==> config.mk <==
export PLATFORM = sky130hd
export DESIGN_NAME = cmp_result_filter
export DESIGN_NICKNAME = d
export VERILOG_FILES = /design/src/rtl/cmp_result_filter.sv
export SDC_FILE = /design/constraint.sdc
export NUM_CORES = 1
export LEC_CHECK = 0
export CORE_UTILIZATION = 48
export CTS_BUF_LIST = sky130_fd_sc_hd__clkbuf_16
export CTS_CLUSTER_DIAMETER = 120
export DETAILED_ROUTE_END_ITERATION = 8
export PLACE_DENSITY = 0.86
export SLEW_MARGIN = 20
export SYNTH_ARGS = -nofsm -noshare
export SYNTH_HDL_FRONTEND = slang
export SYNTH_SLANG_ARGS = --single-unit
==> constraint.sdc <==
create_clock -name sys_clk -period 1.91 [get_ports sys_clk]
set_input_delay 0.382 -clock sys_clk [delete_from_list [all_inputs] [get_ports sys_clk]]
set_output_delay 0.382 -clock sys_clk [all_outputs]
set_load 0.1 [all_outputs]
==> src/rtl/cmp_result_filter.sv <==
// Debounce filter for a 3-wire less/equal/greater comparator result.
// Accepts a legal one-hot code once it is stable for STABLE_CNT samples.
module cmp_result_filter #(
    parameter int STABLE_CNT = 4,
    parameter int CNT_W      = 8
) (
    input  logic             sys_clk,
    input  logic             sys_rst,
    input  logic             less,
    input  logic             equal,
    input  logic             greater,
    input  logic             clr,
    output logic             res_less,
    output logic             res_equal,
    output logic             res_greater,
    output logic             res_vld,
    output logic             err,
    output logic [CNT_W-1:0] cnt_less,
    output logic [CNT_W-1:0] cnt_equal,
    output logic [CNT_W-1:0] cnt_greater
);

    localparam int CW = (STABLE_CNT > 2) ? $clog2(STABLE_CNT) : 1;
    localparam logic [CW-1:0] LAST = CW'(STABLE_CNT - 1);
    localparam logic [CW-1:0] ONE  = CW'(1);

    localparam logic [1:0] IDLE  = 2'd0;
    localparam logic [1:0] CHECK = 2'd1;
    localparam logic [1:0] LOCK  = 2'd2;

    logic [2:0]       in_q;
    logic [1:0]       state_q, state_d;
    logic [2:0]       cand_q, cand_d;
    logic [CW-1:0]    cnt_q, cnt_d;
    logic [2:0]       res_q, res_d;
    logic             vld_q;
    logic             err_q, err_d;
    logic [CNT_W-1:0] cl_q, cl_d;
    logic [CNT_W-1:0] ce_q, ce_d;
    logic [CNT_W-1:0] cg_q, cg_d;
    logic             legal;
    logic             accept;
    logic             ill;

    assign legal = (in_q == 3'b001) || (in_q == 3'b010) || (in_q == 3'b100);

    always_comb begin
        state_d = state_q;
        cand_d  = cand_q;
        cnt_d   = cnt_q;
        accept  = 1'b0;
        ill     = 1'b0;
        unique case (state_q)
            IDLE: begin
                if (legal) begin
                    cand_d  = in_q;
                    cnt_d   = ONE;
                    state_d = CHECK;
                end else begin
                    ill = 1'b1;
                end
            end
            CHECK: begin
                if (!legal) begin
                    ill     = 1'b1;
                    state_d = IDLE;
                end else if (in_q == cand_q) begin
                    if (cnt_q >= LAST) begin
                        accept  = 1'b1;
                        state_d = LOCK;
                    end else begin
                        cnt_d = cnt_q + ONE;
                    end
                end else begin
                    cand_d = in_q;
                    cnt_d  = ONE;
                end
            end
            LOCK: begin
                if (!legal) begin
                    ill     = 1'b1;
                    state_d = IDLE;
                end else if (in_q != res_q) begin
                    cand_d  = in_q;
                    cnt_d   = ONE;
                    state_d = CHECK;
                end
            end
            default: state_d = IDLE;
        endcase
    end

    // clr beats an increment, but a new illegal sample beats clr on err
    function automatic logic [CNT_W-1:0] bump(
        input logic [CNT_W-1:0] c,
        input logic             hit,
        input logic             wipe
    );
        if (wipe)
            return '0;
        if (hit && (c != {CNT_W{1'b1}}))
            return c + 1'b1;
        return c;
    endfunction

    assign res_d = accept ? cand_q : res_q;
    assign err_d = ill ? 1'b1 : (clr ? 1'b0 : err_q);
    assign cl_d  = bump(cl_q, accept && cand_q[0], clr);
    assign ce_d  = bump(ce_q, accept && cand_q[1], clr);
    assign cg_d  = bump(cg_q, accept && cand_q[2], clr);

    always_ff @(posedge sys_clk or posedge sys_rst) begin
        if (sys_rst) begin
            in_q    <= 3'b000;
            state_q <= IDLE;
            cand_q  <= 3'b000;
            cnt_q   <= '0;
            res_q   <= 3'b000;
            vld_q   <= 1'b0;
            err_q   <= 1'b0;
            cl_q    <= '0;
            ce_q    <= '0;
            cg_q    <= '0;
        end else begin
            in_q    <= {greater, equal, less};
            state_q <= state_d;
            cand_q  <= cand_d;
            cnt_q   <= cnt_d;
            res_q   <= res_d;
            vld_q   <= accept;
            err_q   <= err_d;
            cl_q    <= cl_d;
            ce_q    <= ce_d;
            cg_q    <= cg_d;
        end
    end

    assign res_less    = res_q[0];
    assign res_equal   = res_q[1];
    assign res_greater = res_q[2];
    assign res_vld     = vld_q;
    assign err         = err_q;
    assign cnt_less    = cl_q;
    assign cnt_equal   = ce_q;
    assign cnt_greater = cg_q;

endmodule

Word-level counts from Yosys, hierarchy flattened --
Index checks and enable logic that the tools add are counted.
Storage, ports and cells: flip-flop bits (word level) 39, output and inout port bits 29, word-level logic and storage cells 95
Cells by class: add/subtract/negate cells 4, order comparisons 1, equality and inequality tests 19, muxes and demuxes 43, reductions and logical operators 18
Operator list (number):
- $mux 8 | 10
- $add 8x1->8 const B | 3
- $ne 8x8->1 const B | 3
- $mux 2 | 10
- $mux 1 | 15
- $mux 3 | 5
- $ne 3x3->1 const B | 4
- $pmux 2 s3 | 2
- $reduce_and 6->1 | 2
- $ne 2x2->1 const B | 5
- $pmux 3 s3 | 1
- $reduce_bool 2->1 | 4
- $logic_and 1x1->1 | 6
- $reduce_and 4->1 | 1
- $eq 3x1->1 const B | 1
- $eq 3x2->1 const B | 1
- $eq 3x3->1 | 1
- $eq 3x3->1 const B | 1
- $ne 3x3->1 | 1
- $reduce_bool 3->1 | 1
- $reduce_or 3->1 | 1
- $add 2x1->2 const B | 1
- $eq 2x1->1 const B | 1
- $eq 2x2->1 const B | 1
- 3 further kinds | 4

Depth between registers and ports, before layout --
Gate-level depths: netlist (run 1).
depth after elaboration 11, gate-level depth with buffers 7, depth with buffers taken out 5

Worst setup path before layout (run 1) --
OpenSTA, ideal clock, no wires.
kind register -> register, from reg ce_q[4] (netlist: cnt_equal[4]), to reg ce_q[7] (netlist: cnt_equal[7]), setup time 0.078 ns, arrival time 2.346 ns, data required time 1.832 ns, slack -0.515 ns, cell stages (with the launch flop) 5, buffers on the path 0, cells stage by stage dfrtp_1 -> nand4_1 -> or4bb_1 -> or4_1 -> a21oi_1
Between the ends: longest elaborated chain between the ends 5, elaborated cells between the ends (all ways) 9, classes of those cells add/sub: 1; eq/ne: 1; mux: 5; reduce/logical: 2
RTL lines:
- start: declaration | line 39 | logic [CNT_W-1:0] ce_q, ce_d;
- start signal: assignment | line 122 | ce_q <= '0;
- start signal: assignment | line 133 | ce_q <= ce_d;
- branches (longest 5 deep; another with $add 8x1->8)
Parallel ways; which one is timed is not known. The select of a mux whose other input is x is not followed. A chain may end at the register's enable or synchronous reset.

Final worst setup path (run 1) --
from reg in_q[1], to reg cl_q[6] (netlist: cnt_less[6])
Between the ends: longest elaborated chain between the ends 10, elaborated cells between the ends (all ways) 17, classes of those cells eq/ne: 4; mux: 8; reduce/logical: 5
RTL lines:
- start: declaration | line 31 | logic [2:0] in_q;
- start signal: assignment | line 125 | in_q <= {greater, equal, less};
- $eq 3x1->1 / $eq 3x2->1 (equally long branches) | line 45 | assign legal = (in_q == 3'b001) || (in_q == 3'b010) || (in_q == 3'b100);
- $logic_or 1x1->1 (2 in series) | line 45
- $mux 1 (*) | line 64 | if (!legal) begin
- $mux 1 (*) | line 53 | unique case (state_q)
- $logic_and 1x1->1 (*) | line 108 | assign cl_d = bump(cl_q, accept && cand_q[0], clr);
- $logic_and 1x1->1 (*) | line 101 | if (hit && (c != {CNT_W{1'b1}}))
- $mux 8 / $mux 1 (equally long branches) | line 101
- $mux 8 / $mux 1 (equally long branches) | line 103, 101
- $mux 8 / $reduce_bool 2->1 (equally long branches)
- end signal: assignment | line 132 | cl_q <= cl_d;
- end: declaration | line 38 | logic [CNT_W-1:0] cl_q, cl_d;
Every way passes the cells marked *; elsewhere a longest branch is shown, timed or not. The select of a mux whose other input is x is not followed.

==> results of run 1 <==
## critical path, delay by kind of cell, from the launching register on
family | cells | cell delay (ns)
AO/OA/AOI/OAI | 2 | 0.63
XOR/XNOR | 1 | 0.20
buffers and inverters | 1 | 0.16
flip-flops | 1 | 0.47
AND/OR/NAND/NOR | 1 | 0.48
## sequential cells by signal (all words and copies together), names as in the netlist
name / flops
cnt_greater: 8
cnt_q: 2
res_q: 3
in_q: 3
err: 1
cnt_less: 8
state_q: 2
cand_q: 3
cnt_equal: 8
res_vld: 1
## worst min path at each step
| stage | startpoint | to |
|---|---|---|
| floorplan | less | in_q[0]$_DFF_PP0_ |
| global placement | cnt_q[0]$_DFFE_PP0P_ | cnt_q[0]$_DFFE_PP0P_ |
| detailed placement | cnt_q[0]$_DFFE_PP0P_ | cnt_q[0]$_DFFE_PP0P_ |
| CTS | cnt_q[0]$_DFFE_PP0P_ | cnt_q[0]$_DFFE_PP0P_ |
| global route | cnt_q[0]$_DFFE_PP0P_ | cnt_q[0]$_DFFE_PP0P_ |
| finish | cnt_q[0]$_DFFE_PP0P_ | cnt_q[0]$_DFFE_PP0P_ |
## power groups by stage
stage | registers [mW] | logic (mW) | clock network, mW
floorplan | 0.976 | 0.169 | 0
global placement | 0.907 | 0.356 | 0
detailed placement | 0.909 | 0.368 | 0
CTS | 0.895 | 0.376 | 0.949
global route | 0.909 | 0.497 | 0.999
finish | 0.905 | 0.477 | 0.961
## stage by stage
stage | total power [mW] | util [%] | setup slack, ns
floorplan | 1.14 | - | -0.139
global placement | 1.26 | 68.3 | -0.0308
detailed placement | 1.28 | 68.3 | -0.106
CTS | 2.22 | 72.4 | -0.0804
global route | 2.41 | 81.2 | -0.156
finish | 2.34 | 81.2 | -0.128
## cells in the final DEF, fill, tap and decap left out, types with 3 or more instances in the layout
| master | netlist | layout |
|---|---|---|
| xnor2_2 | 0 | 4 |
| clkbuf_16 | 0 | 7 |
| dfrtp_4 | 0 | 3 |
| inv_1 | 10 | 9 |
| buf_4 | 1 | 30 |
| nor2b_1 | 11 | 11 |
| xnor2_1 | 7 | 3 |
| nor4_2 | 1 | 5 |
| and3_1 | 4 | 4 |
| nor4_1 | 11 | 4 |
| o211ai_1 | 4 | 4 |
| mux2_4 | 0 | 5 |
| clkdlybuf4s50_1 | 0 | 5 |
| buf_12 | 0 | 28 |
| nand2_1 | 14 | 13 |
| or4_4 | 0 | 6 |
| mux2i_1 | 5 | 5 |
| a21oi_2 | 0 | 4 |
| nor4_4 | 1 | 4 |
| nor3_1 | 4 | 3 |
| buf_6 | 2 | 3 |
| nand3_1 | 10 | 10 |
| nor2_1 | 14 | 14 |
| o21ai_0 | 4 | 4 |
| dfrtp_2 | 0 | 22 |
| nand4_1 | 8 | 8 |
| dfrtp_1 | 39 | 14 |
| mux2_2 | 17 | 12 |
## area by class of cell
cell class	instances	area (µm²)
Clock inverter	3	38.8
Fill cell	233	830
Timing Repair Buffer	70	940
Multi-Input combinational cell	157	1360
Tap cell	52	65.1
Sequential cell	39	1010
Inverter	11	41.3
Clock buffer	5	125
## cells by family after synthesis
logic type / Yosys count
xor+xnor: 7
compound gates: 30
flops: 39
simple gates: 94
buf+inv: 24
mux: 22
fa+ha+maj: 4
## cells in the mapped netlist, types with 5 or more instances
| master | count |
|---|---|
| a21oi_1 | 5 |
| buf_2 | 6 |
| dfrtp_1 | 39 |
| inv_1 | 10 |
| mux2_2 | 17 |
| mux2i_1 | 5 |
| nand2_1 | 14 |
| nand3_1 | 10 |
| nand4_1 | 8 |
| nor2_1 | 14 |
| nor2b_1 | 11 |
| nor4_1 | 11 |
| or4_1 | 8 |
| xnor2_1 | 7 |
## what timing repair did
action	in CTS	in global routing
endpoints found under the setup margin	21	24
hold buffers	0	0
resized for setup	4	52
setup buffers	0	11
gates cloned	0	5
pin swaps	1	17
## metal layers
layer	up-vias	GRT usage [%]	part of all wire (%)
li1	946	-	-
met5	-	0	0
met3	28	6.20	6.5
met4	0	10.4	4.0
met2	115	41.5	51
met1	1081	29.2	39
==> impl_metrics.yaml, run 1 <==
cts:
  clk_pin_slew_ns: 0.06
  htreeDepth: 2
  clockBufferDepth: 2
  cts_root_buffer: "clkbuf_16"
  cts_tree: "built"
  clkSinkCount: 39
  insertion_delay_ns: 0.29
  cts_made_buffers: 5
logic_synthesis:
  synth_ff_type: "dfrtp_1"
  synthXorXnorAreaFrac_pct: 2.76
  synth_cells: 220
  synth_edf_count: 0
  synth_top_area_share_pct: 44.0
  syn-num-nets: 230
  synth_fa_ha_area_share_pct: 2.25
  async_flop_share_pct: 100
  ys_types: 44
  yosysSeqAreaShare_pct: 44.0
  yosys.area.top_type: "dfrtp_1"
  synthTopCellsByArea: "dfrtp_1 44%, mux2_2 8.6%, nor2b_1 3.1%, nor4_1 3.1%, xnor2_1 2.8%"
  synth_top_family_by_area: "simple AND/OR/NAND/NOR gates"
  synthSimpleGateAreaFrac_pct: 24.9
  yosys_warnings: 0
  synth_compound_gate_area_share_pct: 9.98
  postSynthAreaPerCell_um2: 10.1
  ys_ff_latch: 39
  syn_area_um2: 2220
  muxShareOfSynthArea_pct: 10.9
critical_path:
  cp-startpoint: "in_q[1]$_DFF_PP0_"
  worstSetupEndpoint: "cnt_less[6]$_DFFE_PP0P_"
  reg2regPathDepth: 5
  critPathLaunchType: "register"
  cp.arrival_ns: 2.23
  cp_data_required_time_ns: 2.11
  cp_cell_sequence: "xnor2_2 > a211o_4 > buf_12 > or4_4 > a221oi_2"
  r2r_slack_ns: -0.13
  cp_slowest_stage_delay_ns: 0.48
  r2r_end: "cnt_less[6]$_DFFE_PP0P_"
  crit_path_end_kind: "register"
  cp_slowest_cell: "or4_4"
  r2r_start: "in_q[1]$_DFF_PP0_"
  cp_max_fo: 8
  path_class: "register to register"
timing:
  slew_headroom_pct: 48.9
  fin_crit_sh_pct: 107
  max_freq_mhz: 491
  clock_skew_ns: 0.00413
  slew_violations: 0
  tns_ns: -1.12
  worst_hold_slack_ns: 0.506
  hold_viol_final: 0
  rsz0062_at_grt: "true"
  setup_viol: 21
  worst_slew_pin_slew_ns: 0.758
  fin_crit_ns: 2.04
  setup_slack_ns: -0.128
global_routing:
  grt_pass1_wl_um: 9380
  grt_pass1_vias: 1966
  antenna_found_initial: 0
  grt_max_degree: 40
  gr-total-overflow: 0
  grtUsageTotal_pct: 24.4
power_and_ir_drop:
  switching_power_uw: 674
  seq_power_share_pct: 38.6
  power_density_nw_per_um2: 653
  p_clk_share_pct: 41.0
  p_sw_share_pct: 28.8
  comb_power_share_pct: 20.4
  p_leak_nw: 1.42
  power.internal_mw: 1.67
  ir_drop_v: 0.000581
floorplanning:
  core_um2: 4410
  die_h_um: 70
  die_x_um: 70
  io_pins: 35
  start_util_pct: 50.3
  die_area_um2: 4900
  std_cell_rows: 24
placed_design:
  gp_congestion: 0.866
  place_inst: 313
  numPortBuffers: 34
  place_hpwl_um: 3580
  dpl_cell_area_um2: 3010
cells_and_area:
  design_area_um2: 3580
  final_net_count: 294
  drive_gt1_share_pct: 54.0
  fin_cells: 337
  antenna_cells: 0
  area_growth_pct: 61.5
drt:
  remaining_drc_errors: 0
  viasPerCell: 6.44
  drt.antenna.violating_nets: 0
  drtPass1Iterations: 5
  num_vias: 2170
  first_iter_violations: 201
  routedWlPerCell_um: 21.7
  drt_wl_total_um: 7300
hold_path:
  hold_path.class: "register to register"
  holdPathStages: 1
run_status:
  status: "finished, violations left"
  violations: "setup timing"
run:
  drv_cap: 0
(Power assumes the default switching activity.)
==> run 2: changes to the inputs <==
--- a/config.mk
+++ b/config.mk
@@ -10,6 +10,8 @@
 export CTS_CLUSTER_DIAMETER = 120
 export DETAILED_ROUTE_END_ITERATION = 8
 export PLACE_DENSITY = 0.86
+export RECOVER_POWER = 100
+export SETUP_SLACK_MARGIN = 0.5
 export SLEW_MARGIN = 20
 export SYNTH_ARGS = -nofsm -noshare
 export SYNTH_HDL_FRONTEND = slang
==> run 2 against run 1 <==
  * The run still ends with setup timing left
  * Routed wire length rose by 21%
  * Critical path depth rose by 1
  * Sequential cell count stayed put
  * Global-route usage is 4.6 points higher
  * Sequential share of layout area shrank 1.7 points
  * Final area grew 11%
  * Fmax is 3.5% lower
  * Clock power grew 12%
  * Utilization up 8.8 points
  * Clock skew is 0.0051 ns higher
==> impl_metrics.yaml, run 2 (synthesis gave the netlist of run 1 again) <==
critical_path:
  r2r_end: "cnt_equal[0]$_DFFE_PP0P_"
  cp_max_fo: 7
  critPathLaunchType: "register"
  reg2regPathDepth: 6
  cp.arrival_ns: 2.28
  cp_cell_sequence: "xnor2_2 > nand4b_1 > buf_12 > buf_8 > nor4_4 > mux2_4"
  r2r_slack_ns: -0.20
  r2r_start: "in_q[1]$_DFF_PP0_"
  cp_slowest_cell: "dfrtp_2"
  cp_slowest_stage_delay_ns: 0.49
  cp_data_required_time_ns: 2.08
  crit_path_end_kind: "register"
  path_class: "register to register"
timing:
  fin_crit_sh_pct: 111
  hold_viol_final: 0
  fin_crit_ns: 2.11
  worst_slew_pin_slew_ns: 0.984
  max_freq_mhz: 474
  setup_viol: 29
  clock_skew_ns: 0.00926
  setup_slack_ns: -0.201
  slew_violations: 0
  slew_headroom_pct: 34.4
  rsz0062_at_grt: "true"
global_routing:
  grt_pass1_vias: 2132
  antenna_found_initial: 0
  met3_usage_pct: 5.48
  top_usage_layer: "met2"
  grt_max_degree: 40
  grt_pass1_wl_um: 11000
  grt_use_met2_pct: 48.9
  gr-usage-met1_pct: 35.7
  gr-total-overflow: 0
  grtUsageTotal_pct: 29.0
drt:
  viasPerCell: 6.66
  remaining_drc_errors: 0
  drt_wl_total_um: 8830
  routedWlPerCell_um: 25.3
  first_iter_violations: 233
  num_vias: 2324
  drtPass1Iterations: 4
  drt.antenna.violating_nets: 0
run_status:
  violations: "setup timing"
  status: "finished, violations left"
cts:
  cts_made_buffers: 5
  htreeDepth: 2
  clockBufferDepth: 2
  insertion_delay_ns: 0.29
  cts_tree: "built"
  cts_root_buffer: "clkbuf_16"
  clkSinkCount: 39
  clk_pin_slew_ns: 0.06
run:
  drv_cap: 0
hold_path:
  hold_path_startpoint: "err$_DFFE_PP0P_"
  holdPathStages: 1
  hold_path.class: "register to register"
  min_to: "err$_DFFE_PP0P_"
placed_design:
  gp_congestion: 0.942
  numPortBuffers: 34
  place_inst: 314
  dp_slack_ns: -0.0812
  place_hpwl_um: 3880
floorplanning:
  io_pins: 35
  start_util_pct: 50.3
  std_cell_rows: 24
  die_area_um2: 4900
  die_x_um: 70
  die_h_um: 70
  core_um2: 4410
power_and_ir_drop:
  power_density_nw_per_um2: 638
  p_leak_nw: 1.56
  ir_drop_v: 0.000632
cells_and_area:
  drive_gt1_share_pct: 57.6
  mostFrequentLayoutCell: "buf_12"
  area_growth_pct: 79.1
  antenna_cells: 0
  post-route-util_pct: 90.1
  final_net_count: 306
  final_cell_mix: "31 x buf_12, 29 x buf_4, 20 x dfrtp_4, 14 x mux2_4, 14 x dfrtp_1"
  fin_cells: 349
## run 2: changes by cell type in the layout (fill, tap and decap cells not counted), moves of 3 or more
cell | previous run | this run
dfrtp_2 | 22 | 5
dfrtp_4 | 3 | 20
buf_6 | 3 | 12
mux2_2 | 12 | 3
mux2_4 | 5 | 14
clkdlybuf4s50_1 | 5 | 0
dlygate4sd3_1 | 0 | 4
or4_1 | 2 | 6
or4_4 | 6 | 2
buf_12 | 28 | 31
ha_4 | 0 | 3
nand3_1 | 10 | 7
nor4_4 | 4 | 7
## run 2: worst max-delay path, delay by kind of cell, from the launching register on
family                 cells  cell delay (ns)
AND/OR/NAND/NOR            2             0.60
flip-flops                 1             0.49
buffers and inverters      2             0.36
multiplexers               1             0.34
XOR/XNOR                   1             0.19
## run 2: what timing repair did
| item | in CTS | in global routing |
|---|---|---|
| setup endpoints to repair | 36 | 36 |
| resized for setup | 24 | 36 |
| endpoints found under the hold margin | 0 | 0 |
| pin swaps | 11 | 19 |
| hold buffers | 0 | 0 |
| gates cloned | 0 | 3 |
| setup buffers | 12 | 12 |
## run 2: power breakdown
group	switching, mW	internal, mW
registers	0.0458	0.866
logic	0.306	0.234
clock network	0.340	0.744
## run 2: worst max path at each step
stage	startpoint	to	slack, ns
after CTS	in_q[1]$_DFF_PP0_	cnt_equal[0]$_DFFE_PP0P_	-0.0007
after global routing	in_q[1]$_DFF_PP0_	cnt_equal[1]$_DFFE_PP0P_	-0.25
final	in_q[1]$_DFF_PP0_	cnt_equal[0]$_DFFE_PP0P_	-0.20
after global placement	in_q[1]$_DFF_PP0_	cnt_equal[0]$_DFFE_PP0P_	0.002
after detailed placement	in_q[1]$_DFF_PP0_	cnt_equal[6]$_DFFE_PP0P_	-0.08
after floorplan	cnt_equal[3]$_DFFE_PP0P_	cnt_equal[7]$_DFFE_PP0P_	-0.05
## run 2: layout make-up
cell class / count / area [µm²]
Inverter: 11 / 42.5
Sequential cell: 39 / 1060
Clock inverter: 3 / 63.8
Tap cell: 52 / 65.1
Fill cell: 163 / 439
Multi-Input combinational cell: 157 / 1520
Timing Repair Buffer: 82 / 1100
Clock buffer: 5 / 125
## run 2: through the flow
step	power (mW)	TNS (ns)	instance area [µm²]	hold slack (ns)
floorplan	1.21	-0.0482	2540	0.413
global route	2.60	-4.74	3980	0.553
detailed placement	1.33	-0.562	3270	0.474
finish	2.54	-3.38	3980	0.530
CTS	2.45	-0.000727	3640	0.529
global placement	1.31	0	3270	0.471
## run 2: routing by layer
layer | up-vias | routed length (µm)
li1 | 969 | -
met1 | 1163 | 3430
met2 | 145 | 4330
met3 | 47 | 586
met4 | 0 | 476
met5 | - | 0
